### src/rtl/skid_buffer_round_robin_arbiter_pkg.sv
// Shared constants and helpers for the skid-buffered round-robin arbiter.
// Each upstream port is decoupled by a two-entry skid buffer.
package skid_buffer_round_robin_arbiter_pkg;

  localparam int SKID_DEPTH = 2;

  // Width of a port number; a single port still needs one bit.
  function automatic int index_width(input int requesters);
    int width_v;
    width_v = (requesters > 1) ? $clog2(requesters) : 1;
    return width_v;
  endfunction

endpackage

### src/rtl/skid_buffer_round_robin_arbiter_skid_buffer.sv
// Two-entry skid buffer: registered full/empty flags, FIFO order, and
// simultaneous read and write in the same cycle.
module skid_buffer
  import skid_buffer_round_robin_arbiter_pkg::*;
#(
  parameter int WIDTH = 8
) (
  input  logic             clock,
  input  logic             resetn,
  input  logic             write_enable,
  input  logic [WIDTH-1:0] write_data,
  output logic             full,
  input  logic             read_enable,
  output logic [WIDTH-1:0] read_data,
  output logic             empty
);

  logic [WIDTH-1:0] mem_r [SKID_DEPTH];
  logic             wr_ptr_r;
  logic             rd_ptr_r;
  logic [1:0]       count_r;
  logic             do_write_s;
  logic             do_read_s;

  assign do_write_s = write_enable & ~full;
  assign do_read_s  = read_enable & ~empty;

  // Storage, pointers and occupancy; reset is sampled on the clock edge.
  always_ff @(posedge clock) begin
    if (!resetn) begin
      mem_r[0] <= '0;
      mem_r[1] <= '0;
      wr_ptr_r <= 1'b0;
      rd_ptr_r <= 1'b0;
      count_r  <= 2'd0;
    end else begin
      if (do_write_s) begin
        mem_r[wr_ptr_r] <= write_data;
        wr_ptr_r        <= ~wr_ptr_r;
      end
      if (do_read_s) begin
        rd_ptr_r <= ~rd_ptr_r;
      end
      case ({do_write_s, do_read_s})
        2'b10:   count_r <= count_r + 2'd1;
        2'b01:   count_r <= count_r - 2'd1;
        default: count_r <= count_r;
      endcase
    end
  end

  assign full      = (count_r == 2'(SKID_DEPTH));
  assign empty     = (count_r == 2'd0);
  assign read_data = mem_r[rd_ptr_r];

endmodule

### src/rtl/skid_buffer_round_robin_arbiter.sv
// Shares one downstream write channel between REQUESTERS skid-buffered
// upstream writers using a wrap-around round-robin scan.
module skid_buffer_round_robin_arbiter
  import skid_buffer_round_robin_arbiter_pkg::*;
#(
  parameter int WIDTH      = 8,
  parameter int REQUESTERS = 4
) (
  input  logic                                clock,
  input  logic                                reset,
  input  logic [REQUESTERS-1:0]               upstream_write_enable,
  input  logic [REQUESTERS*WIDTH-1:0]         upstream_write_data,
  output logic [REQUESTERS-1:0]               upstream_full,
  output logic                                downstream_write_enable,
  output logic [WIDTH-1:0]                    downstream_write_data,
  output logic [index_width(REQUESTERS)-1:0]  downstream_write_index,
  input  logic                                downstream_full,
  output logic                                idle
);

  localparam int INDEX_WIDTH = index_width(REQUESTERS);

  logic [REQUESTERS-1:0]  full_s;
  logic [REQUESTERS-1:0]  empty_s;
  logic [REQUESTERS-1:0]  request_s;
  logic [REQUESTERS-1:0]  grant_s;
  logic [WIDTH-1:0]       read_data_s [REQUESTERS];
  logic [WIDTH-1:0]       data_s;
  logic [INDEX_WIDTH-1:0] pointer_r;
  logic [INDEX_WIDTH-1:0] pointer_next_s;
  logic [INDEX_WIDTH-1:0] grant_index_s;

  for (genvar i = 0; i < REQUESTERS; i++) begin : g_port
    skid_buffer #(.WIDTH(WIDTH)) u_skid (
      .clock        (clock),
      .resetn       (~reset),
      .write_enable (upstream_write_enable[i]),
      .write_data   (upstream_write_data[i*WIDTH +: WIDTH]),
      .full         (full_s[i]),
      .read_enable  (grant_s[i]),
      .read_data    (read_data_s[i]),
      .empty        (empty_s[i])
    );
  end

  assign request_s = ~empty_s;

  // First requester at or after the pointer wins; nothing while downstream is full.
  always_comb begin
    logic                   found_v;
    logic                   take_v;
    int                     sum_v;
    logic [INDEX_WIDTH-1:0] idx_v;
    grant_s       = '0;
    grant_index_s = '0;
    found_v       = 1'b0;
    take_v        = 1'b0;
    sum_v         = 0;
    idx_v         = '0;
    for (int k = 0; k < REQUESTERS; k++) begin
      sum_v          = int'(pointer_r) + k;
      sum_v          = (sum_v >= REQUESTERS) ? sum_v - REQUESTERS : sum_v;
      idx_v          = INDEX_WIDTH'(sum_v);
      take_v         = ~downstream_full & ~found_v & request_s[idx_v];
      grant_s[idx_v] = grant_s[idx_v] | take_v;
      grant_index_s  = take_v ? idx_v : grant_index_s;
      found_v        = found_v | take_v;
    end
  end

  // AND-OR mux of the granted buffer's head; zero when nothing is granted.
  always_comb begin
    data_s = '0;
    for (int i = 0; i < REQUESTERS; i++) begin
      data_s = data_s | (read_data_s[i] & {WIDTH{grant_s[i]}});
    end
  end

  assign pointer_next_s = (grant_index_s == INDEX_WIDTH'(REQUESTERS - 1))
                        ? '0 : grant_index_s + INDEX_WIDTH'(1);

  // Pointer moves past the winner only on a granted cycle.
  always_ff @(posedge clock) begin
    if (reset) begin
      pointer_r <= '0;
    end else if (|grant_s) begin
      pointer_r <= pointer_next_s;
    end else begin
      pointer_r <= pointer_r;
    end
  end

  assign upstream_full           = full_s;
  assign downstream_write_enable = |grant_s;
  assign downstream_write_data   = data_s;
  assign downstream_write_index  = grant_index_s;
  assign idle                    = &empty_s;

endmodule

### config.mk
export PLATFORM = sky130hd
export DESIGN_NAME = skid_buffer_round_robin_arbiter
export DESIGN_NICKNAME = d
export VERILOG_FILES = /design/src/rtl/skid_buffer_round_robin_arbiter_pkg.sv /design/src/rtl/skid_buffer_round_robin_arbiter_skid_buffer.sv /design/src/rtl/skid_buffer_round_robin_arbiter.sv
export SDC_FILE = /design/constraint.sdc
export NUM_CORES = 1
export LEC_CHECK = 0
export BUFFER_PORTS_ARGS = -buffer_cell sky130_fd_sc_hd__buf_2
export CORE_ASPECT_RATIO = 1.5
export CORE_MARGIN = 2
export CORE_UTILIZATION = 40
export CTS_CLUSTER_SIZE = 20
export DETAILED_ROUTE_END_ITERATION = 10
export MAX_ROUTING_LAYER = met4
export PLACE_DENSITY_LB_ADDON = 0.08
export SYNTH_ARGS = -nofsm -noshare
export SYNTH_HDL_FRONTEND = slang
export SYNTH_SLANG_ARGS = --single-unit
### constraint.sdc
create_clock -name clock -period 6.1 [get_ports clock]
set_clock_uncertainty 0.2 [all_clocks]
set_input_delay 0.305 -clock clock [delete_from_list [all_inputs] [get_ports clock]]
set_output_delay 0.305 -clock clock [all_outputs]
set_load 0.02 [all_outputs]
==> results of run 1 <==
## routing by layer
layer	vias up	share of wire [%]	routed length [um]	track usage, %
li1	1678	-	-	-
met1	1708	40	4870	21.9
met2	86	54	6570	34.4
met3	26	3.2	386	3.47
met4	0	3.0	363	10.2
met5	-	0	0	-
## per-stage QoR
stage | power (mW) | instances | area (um^2) | setup slack (ps) | utilization, %
global placement | 2.43 | 617 | 5230 | 1610 | 43.7
finish | 2.97 | 633 | 5530 | 1230 | 46.2
global route | 3.15 | 633 | 5530 | 928 | 46.2
CTS | 2.99 | 633 | 5530 | 1240 | 46.2
floorplan | 2.02 | 435 | 4890 | 1810 | -
detailed placement | 2.43 | 617 | 5230 | 1500 | 43.7
## power by group through the flow
stage	Clock, mW	Sequential, mW	Combinational (mW)
after floorplan	0	0.819	1.20
after global placement	0	0.906	1.52
after detailed placement	0	0.909	1.52
after CTS	0.558	0.899	1.53
after global routing	0.581	0.915	1.65
final	0.549	0.897	1.53
## final cells by class
class	count	area (um^2)	area share, %
Inverter	8	30.0	0.543
Timing Repair Buffer	56	285	5.16
Tap cell	153	191	3.46
Clock buffer	10	229	4.14
Multi-Input combinational cell	314	2360	42.7
Clock inverter	6	68.8	1.24
Sequential cell	86	2360	42.7
## worst max-delay path: cells and delay by family (launching register included)
family	cells	cell delay (ps)
AO/OA/AOI/OAI	5	1400
adder cells (fa/ha/maj)	1	570
buffers and inverters	3	500
flip-flops	1	580
multiplexers	2	700
AND/OR/NAND/NOR	1	280
## worst paths after layout
kind                                          start                                         end  slack, ps  cells past startpoint
max reg2reg               pointer_r[1]$_SDFFE_PP0P_    g_port[2].u_skid.count_r[1]$_SDFFE_PP0P_       1450                     13
min reg2reg  g_port[3].u_skid.wr_ptr_r$_SDFFE_PP0P_      g_port[3].u_skid.wr_ptr_r$_SDFFE_PP0P_        370                      2
max                       pointer_r[1]$_SDFFE_PP0P_                    downstream_write_data[0]       1230                     12
min                         upstream_write_data[17]  g_port[2].u_skid.mem_r[1][1]$_SDFFCE_PN0P_         50                      2
## layout by cell type (no fill, tap or decap), drive strengths merged, types with 2 or more instances in the layout
cell / n
and2: 65
edfxtp: 64
buf: 56
mux2i: 40
nor2: 28
dfxtp: 22
o22ai: 20
or2: 16
nor2b: 11
nor3: 11
a21oi: 11
o21ai: 10
clkbuf: 10
ha: 9
mux2: 9
inv: 9
xor2: 8
nand2b: 6
nor3b: 6
or3: 5
a31oi: 5
a211o: 4
o21bai: 4
xnor2: 4
o31ai: 4
a211oi: 4
nor4: 3
nand2: 3
o41ai: 3
nor4b: 3
clkinv: 3
or4: 2
mux4: 2
o2111a: 2
a21boi: 2
a221oi: 2
o2111ai: 2
o211ai: 2
## cell families (layout without fill, tap and decap cells)
family          after synthesis  in the layout  synth area share (%)
compound gates               80             80                  12.7
flops                        86             86                  48.3
buf+inv                      35             80                  3.38
simple gates                162            162                  19.9
xor+xnor                     12             12                  2.15
mux                          51             51                  11.3
fa+ha+maj                     9              9                  2.30
## sequential cells by signal (all words and copies together) (netlist names), named ones only
name                    count
g_port.u_skid.mem_r        64
g_port.u_skid.count_r       8
g_port.u_skid.rd_ptr_r      4
g_port.u_skid.wr_ptr_r      4
pointer_r                   2
==> run_results.csv, run 1 <==
group,metric,value,unit
critical_path,crit_type,"flop to output port",
clocking,root_buffer,"clkbuf_16",
synthesis,yosys.cell_count.top_type,"and2_1",
critical_path,worst_ep_arrival_time,4370,ps
clocking,cts_resized,0,
clocking,clkTransAtPathRegs,60,ps
timing,tightest_slew,950,ps
timing,finalCriticalPeriod,4870,ps
global_routing,grt_max_degree,40,
final_layout,antenna_cells,0,
routing,drtIter0Drc,146,
synthesis,synth_top_area_share,39.3,%
clocking,cts_buffer_depth,2,
placement,gp_congestion,0.954,
global_routing,antenna_found_initial,0,
synthesis,synth_seq_area_share,48.3,%
clocking,insertion_delay,340,ps
pwr,p_int,1.67,mW
routing,drc,0,
die,ios,55,
routing,wire_per_inst,19.3,um
pwr,power_frac_comb,51.4,%
pwr,clkPwrFrac,18.5,%
die,die-area,13100,um^2
pwr,power_density,538,nW/um^2
final_layout,fillers,1174,
synthesis,synthTopCellsByCount,"and2_1 (65), edfxtp_1 (64), mux2i_1 (40)",
critical_path,path_common_cell,"inv_1",
critical_path,required,5590,ps
die,coreArea,12000,um^2
critical_path,critPathCaptureType,"output port",
timing,setup_violations,0,
critical_path,cp_slowest_cell,"dfxtp_1",
synthesis,yosys-top-cells-area,"edfxtp_1 (39%), dfxtp_1 (9.0%), and2_1 (8.3%), mux2i_1 (8.2%), o22ai_1 (2.6%)",
synthesis,synth_flop_cell,"edfxtp_1",
placement,io_buffers,54,
critical_path,crit_chain,"inv_1, ha_1, inv_1, mux4_2, mux2_4, a211o_1, a21oi_1, o211ai_2, a31oi_4, o22ai_1, or2_1, buf_2",
synthesis,ys_types,60,
die,fp.dieW,94.3,um
global_routing,grt_pass1_wl,19200,um
final_layout,nets,523,
die,num_rows,49,
timing,post-route-period-util,79.9,%
pwr,power_leakage,2.12,nW
timing,slew_headroom,36.5,%
pwr,switching_power,1.30,mW
synthesis,yosysWarnings,0,
pwr,p_seq_share,30.2,%
final_layout,area_growth,13.1,%
clocking,htreeDepth,3,
synthesis,syn_nets,483,
status,status,"completed",
global_routing,track_usage,20.1,%
pwr,switching_share,43.7,%
clocking,cts_tree,"built",
timing,drv_slew,0,
final_layout,drive_gt1_share,19.2,%
global_routing,grt_pass1_vias,3567,
run,timing.max_cap.violations,0,
timing,setup_tns,0,ps
die,start_util,40.9,%
critical_path,start_kind,"flop",
placement,hpwl,9130,um
routing,vias,3498,
synthesis,async_flop_share,0,%
synthesis,synth_largest_area_cell,"edfxtp_1",
hold_path,min_path_type,"primary input to flop",
routing,ant_nets,0,
synthesis,syn_inst,435,
clocking,postCtsSetupBuffers,0,
critical_path,critPathMaxStageDelay,580,ps
synthesis,ys_seq_elements,86,
synthesis,syn_area,4890,um^2
synthesis,postSynthAreaPerCell,11.2,um^2
timing,max_clock_freq,205,MHz
clocking,holdBufCountCts,0,
clocking,cts_buffers,9,
clocking,cts.sinks,86,
routing,wirelength,12200,um
routing,viasPerCell,5.53,
routing,first_pass_iters,5,
pwr,irDropWorstVdd,265,uV
synthesis,synth_edf_count,64,
timing,rsz0062_at_grt,"no",
critical_path,crit_path_max_fanout,13,
timing,hold_violations,0,
die,chipHeight,139,um
global_routing,grt.overflow.total,0,
timing,whs,46.9,ps
Power figures use the tool's default switching activity.
==> run 2, diff against run 1 <==
Clock period 6.1 ns to 4 ns, I/O delays scaled along.
==> run_results.csv, run 2 (synthesized netlist as in run 1, its figures left out) <==
group,metric,value,unit
hold_path,min_path_type,"primary input to flop",
final_layout,antenna_cells,0,
routing,drc,0,
final_layout,top_regs,"g_port.u_skid.mem_r: 64 flops, g_port.u_skid.count_r: 8 flops",
clocking,cts_tree,"built",
run,timing.max_cap.violations,0,
final_layout,final_cell_mix,"and2_1 (64), edfxtp_1 (64), buf_4 (55), buf_2 (46), mux2i_1 (40)",
die,chipHeight,139,um
die,start_util,40.9,%
clocking,cts_buffer_depth,2,
timing,setup_ws,-9.13,ps
pwr,p_seq_share,24.0,%
timing,tightest_slew,892,ps
routing,ant_nets,0,
final_layout,largest_register_ffs,64,
placement,io_buffers,54,
critical_path,r2r_end,"g_port[2].u_skid.count_r[1]$_SDFFE_PP0P_",
critical_path,cp_slowest_cell,"or4_4",
critical_path,reg2reg_slack,110,ps
timing,max_clock_freq,249,MHz
global_routing,grt_use_met2,36.0,%
final_layout,nets,616,
die,die-area,13100,um^2
critical_path,path_buf_inv,4,
routing,first_pass_iters,4,
final_layout,area_growth,36.8,%
routing,wirelength,13100,um
hold_path,hold_start,"upstream_write_enable[3]",
global_routing,top_usage_layer,"met2",
clocking,cts.sinks,86,
timing,post-route-period-util,100,%
routing,viasPerCell,5.30,
pwr,p_int,3.32,mW
global_routing,track_usage,20.9,%
critical_path,required,3600,ps
critical_path,cpLargestDelayFamily,"compound AO/OA/AOI/OAI gates",
placement,gp_congestion,0.914,
critical_path,crit_type,"flop to output port",
global_routing,grt_use_met3,2.38,%
die,num_rows,49,
status,violations,"setup timing",
pwr,clkPwrFrac,14.8,%
critical_path,start_kind,"flop",
pwr,power_frac_comb,61.2,%
timing,slew_headroom,40.4,%
pwr,switching_power,2.32,mW
critical_path,r2r_cells,16,
pwr,switching_share,41.1,%
placement,hpwl,9490,um
global_routing,grt_max_degree,40,
timing,whs,134,ps
hold_path,whs_path_depth,4,
global_routing,antenna_found_initial,0,
clocking,root_buffer,"clkbuf_16",
global_routing,met1_usage,23.4,%
pwr,power_density,843,nW/um^2
die,coreArea,12000,um^2
pwr,power_leakage,2.62,nW
pwr,totalPowerFinal,5.64,mW
critical_path,critPathCaptureType,"output port",
die,fp.dieW,94.3,um
timing,rsz0062_at_grt,"yes",
hold_path,worstHoldEndpoint,"g_port[3].u_skid.wr_ptr_r$_SDFFE_PP0P_",
clocking,insertion_delay,340,ps
global_routing,grt_pass1_wl,20200,um
routing,vias,3845,
timing,setup_violations,4,
final_layout,fillers,1074,
clocking,htreeDepth,3,
clocking,clkTransAtPathRegs,70,ps
routing,drtIter0Drc,141,
critical_path,crit_chain,"buf_6, buf_4, nor4_2, or4_4, mux2_4, a211o_4, a21oi_4, o21ai_4, a31oi_4, buf_6, o22ai_4, or2_1, buf_6",
routing,wire_per_inst,18.0,um
timing,hold_violations,0,
timing,finalCriticalPeriod,4010,ps
critical_path,rr_startpoint,"pointer_r[0]$_SDFFE_PP0P_",
timing,drv_slew,0,
critical_path,path_common_cell,"buf_6",
final_layout,top_register,"g_port.u_skid.mem_r",
clocking,cts_buffers,9,
status,status,"complete, but fails checks",
critical_path,crit_path_max_fanout,7,
global_routing,grt.overflow.total,0,
final_layout,drive_gt1_share,33.9,%
die,ios,55,
critical_path,worst_ep_arrival_time,3610,ps
pwr,irDropWorstVdd,466,uV
global_routing,grt_pass1_vias,3918,
critical_path,critPathMaxStageDelay,570,ps
==> run 2: cell types whose count changed in the layout (fill, tap and decap cells not counted), moves of 4 or more <==
cell	change
o22ai_4	+4
buf_2	-8
buf_4	+53
or2_1	-4
a21oi_1	-4
dfxtp_1	-5
or2_4	+4
buf_6	+16
o22ai_1	-8
dlygate4sd3_1	+32
dfxtp_2	+4
o22ai_2	+4
==> run 2: area by class of cell <==
class,count,area [um^2],area share [%]
Timing Repair Buffer,149,1140,17.1
Tap cell,153,191,2.86
Sequential cell,86,2370,35.4
Multi-Input combinational cell,314,2660,39.8
Inverter,8,31.3,0.468
Clock inverter,5,60.1,0.898
Clock buffer,10,229,3.42
==> run 2: worst reg2reg max path, cell delays in order (launching register included) <==
cell and delay [ps]:
dfxtp_4 390, buf_6 110, buf_4 110, nor4_2 50, or4_4 570, mux2_4 360, a211o_4 400, a21oi_4 210
o21ai_4 130, a31oi_4 280, buf_6 130, buf_4 100, nor2_2 50, ha_4 150, xnor2_1 130, or3_4 330
a21oi_2 130
==> run 2: what timing repair did <==
| item | CTS | global route |
|---|---|---|
| gates resized for setup | 31 | 50 |
| setup buffers | 6 | 7 |
| hold buffers | 32 | 0 |
| pin swaps | 7 | 22 |
| setup endpoints to repair | 13 | 13 |
| endpoints found under the hold margin | 64 | 0 |
==> run 2: worst max path at each step <==
stage	startpoint	to	slack, ps	depth (start not counted)
floorplan	pointer_r[0]$_SDFFE_PP0P_	g_port[0].u_skid.count_r[1]$_SDFFE_PP0P_	40	15
global placement	pointer_r[0]$_SDFFE_PP0P_	g_port[3].u_skid.count_r[1]$_SDFFE_PP0P_	5	14
detailed placement	pointer_r[0]$_SDFFE_PP0P_	g_port[2].u_skid.count_r[1]$_SDFFE_PP0P_	-10	14
CTS	g_port[2].u_skid.count_r[0]$_SDFFE_PP0P_	downstream_write_data[3]	4	11
global route	pointer_r[0]$_SDFFE_PP0P_	downstream_write_data[0]	-80	13
finish	pointer_r[0]$_SDFFE_PP0P_	downstream_write_data[6]	-9	13
==> run 2: routing by layer <==
layer	wire, um	part of all wire, %	up-vias
met5	0	0	-
met2	7150	55	89
li1	-	-	1864
met3	336	2.6	33
met1	5060	39	1859
met4	531	4.1	0
==> run 2: power groups by stage <==
stage / Sequential (mW) / Clock (mW) / Combinational, mW
after floorplan: 1.25 / 0 / 1.83
after global placement: 1.36 / 0 / 2.69
after detailed placement: 1.36 / 0 / 2.70
after CTS: 1.35 / 0.845 / 3.01
after global routing: 1.38 / 0.885 / 3.71
final: 1.35 / 0.833 / 3.45
==> run 2: metrics by stage <==
step           area (um^2)  util, %  TNS (ps)  setup slack, ps  instances
6_report              6690     55.9     -22.9            -9.13        725
5_1_grt               6690     55.9      -419            -76.8        725
4_1_cts               6410     53.6         0             3.98        718
3_5_place_dp          5590     46.8     -22.3            -12.3        665
3_3_place_gp          5590     46.8         0             5.09        665
2_1_floorplan         4890        -         0             39.2        435
==> run 3, diff against run 2 <==
Settings changed: CORE_ASPECT_RATIO 1.5 to default.
==> run_results.csv, run 3 (synthesized netlist as in run 1, its figures left out) <==
group,metric,value,unit
critical_path,crit_type,"flop to output port",
global_routing,track_usage,19.8,%
die,chipHeight,115,um
final_layout,top_register,"g_port.u_skid.mem_r",
final_layout,final_common_cell,"and2_1",
routing,drtIter0Drc,180,
routing,vias,3667,
timing,max_clock_freq,256,MHz
timing,hold_violations,0,
clocking,cts.sinks,86,
clocking,cts_tree,"built",
die,fp.dieW,115,um
final_layout,fillers,1066,
die,ios,55,
final_layout,antenna_cells,0,
final_layout,nets,599,
routing,ant_nets,0,
critical_path,path_common_cell,"buf_6",
timing,slew_headroom,42.4,%
global_routing,antenna_found_initial,0,
timing,tightest_slew,862,ps
clocking,insertion_delay,340,ps
critical_path,start_kind,"flop",
critical_path,critPathCaptureType,"output port",
clocking,root_buffer,"clkbuf_16",
pwr,totalPowerFinal,5.07,mW
final_layout,area_growth,30.0,%
clocking,htreeDepth,3,
critical_path,cp_slowest_cell,"or4_4",
pwr,power_leakage,2.48,nW
routing,wire_per_inst,16.9,um
run,timing.max_cap.violations,0,
final_layout,final_area,6360,um^2
global_routing,grt_pass1_vias,3754,
pwr,power_density,797,nW/um^2
placement,hpwl,8660,um
final_layout,drive_gt1_share,30.0,%
routing,first_pass_iters,4,
timing,setup_violations,0,
critical_path,worst_ep_arrival_time,3500,ps
critical_path,crit_path_max_fanout,8,
placement,post-place-cells,650,
status,status,"completed",
placement,io_buffers,54,
global_routing,grt.overflow.total,0,
timing,rsz0062_at_grt,"yes",
hold_path,min_path_type,"primary input to flop",
critical_path,cpLargestDelayFamily,"compound AO/OA/AOI/OAI gates",
final_layout,top_regs,"g_port.u_skid.mem_r: 64 flops, g_port.u_skid.count_r: 8 flops",
timing,drv_slew,0,
timing,post-route-period-util,97.5,%
global_routing,grt_max_degree,40,
critical_path,crit_chain,"buf_6, nor4b_4, or4_4, mux2_4, a2111o_1, o2111ai_4, o22ai_4, a211oi_4, buf_6, o22ai_1, or2_1, buf_2",
die,die-area,13100,um^2
routing,drc,0,
clocking,cts_buffer_depth,2,
final_layout,final_cell_mix,"and2_1 (65), edfxtp_1 (64), buf_2 (51), buf_4 (41), mux2i_1 (36)",
clocking,clkTransAtPathRegs,60,ps
die,coreArea,12000,um^2
placement,gp_congestion,0.889,
critical_path,reg2reg_slack,140,ps
routing,viasPerCell,5.22,
placement,dpl_cell_area,5520,um^2
die,start_util,40.9,%
timing,finalCriticalPeriod,3900,ps
die,num_rows,40,
clocking,cts_buffers,9,
routing,wirelength,11900,um
critical_path,required,3600,ps
critical_path,critPathMaxStageDelay,570,ps
final_layout,largest_register_ffs,64,
critical_path,path_buf_inv,3,
pwr,irDropWorstVdd,334,uV
final_layout,stdcell_count,703,
global_routing,grt_pass1_wl,19300,um
==> run 3: changes by cell type in the layout (fill, tap and decap cells not counted), sizes merged <==
cell      change
buf          -17
inv           +2
clkinv        +1
bufinv        -1
clkinvlp      -1
==> run 3: metal layers <==
| metal | routed length [um] | global-route usage, % |
|---|---|---|
| met1 | 5650 | 25.2 |
| met4 | 237 | 6.91 |
| met2 | 5650 | 31.9 |
| met3 | 347 | 3.23 |
| met5 | 0 | - |
==> run 3: final cells by class <==
cell class	instances	area, um^2	area share, %
multi-input combinational	314	2520	39.6
clock buffer	10	229	3.60
inverter	8	32.5	0.512
tap	147	184	2.89
clock inverter	6	45.0	0.709
sequential	86	2380	37.4
timing repair buffer	132	973	15.3
==> run 3: worst min-delay path, stage by stage <==
cell,delay (ps)
buf_2,80
nand2b_1,130
xor2_1,170
nor2_1,40
==> run 3: timing repair <==
item,CTS,global route
hold buffers,32,0
endpoints found under the hold margin,64,0
buffers inserted,1,4
gates resized for setup,15,37
setup endpoints to repair,10,11
pin swaps,2,8
==> run 3: final timing paths <==
| kind | start | to | depth (start not counted) |
|---|---|---|---|
| min | upstream_write_enable[1] | g_port[1].u_skid.wr_ptr_r$_SDFFE_PP0P_ | 4 |
| max reg2reg | pointer_r[0]$_SDFFE_PP0P_ | g_port[0].u_skid.count_r[1]$_SDFFE_PP0P_ | 14 |
| min reg2reg | g_port[0].u_skid.count_r[1]$_SDFFE_PP0P_ | g_port[0].u_skid.count_r[1]$_SDFFE_PP0P_ | 2 |
| max | pointer_r[0]$_SDFFE_PP0P_ | downstream_write_data[6] | 12 |
==> run 3: report_power, final <==
group	switching [mW]	internal, mW	leakage (nW)
clock network	0.356	0.425	0.132
logic	1.58	1.36	1.49
registers	0.178	1.18	0.863
total	2.11	2.96	2.48
==> run 3: metrics by stage <==
step                      util [%]  setup TNS (ps)  hold slack (ps)  setup WS (ps)
after floorplan                  -               0              198           39.2
after global placement        46.1               0              285           32.0
after detailed placement      46.1               0              289           13.1
after CTS                     51.8               0              121           14.8
after global routing          53.1            -144              160          -31.8
final                         53.1               0              133            100
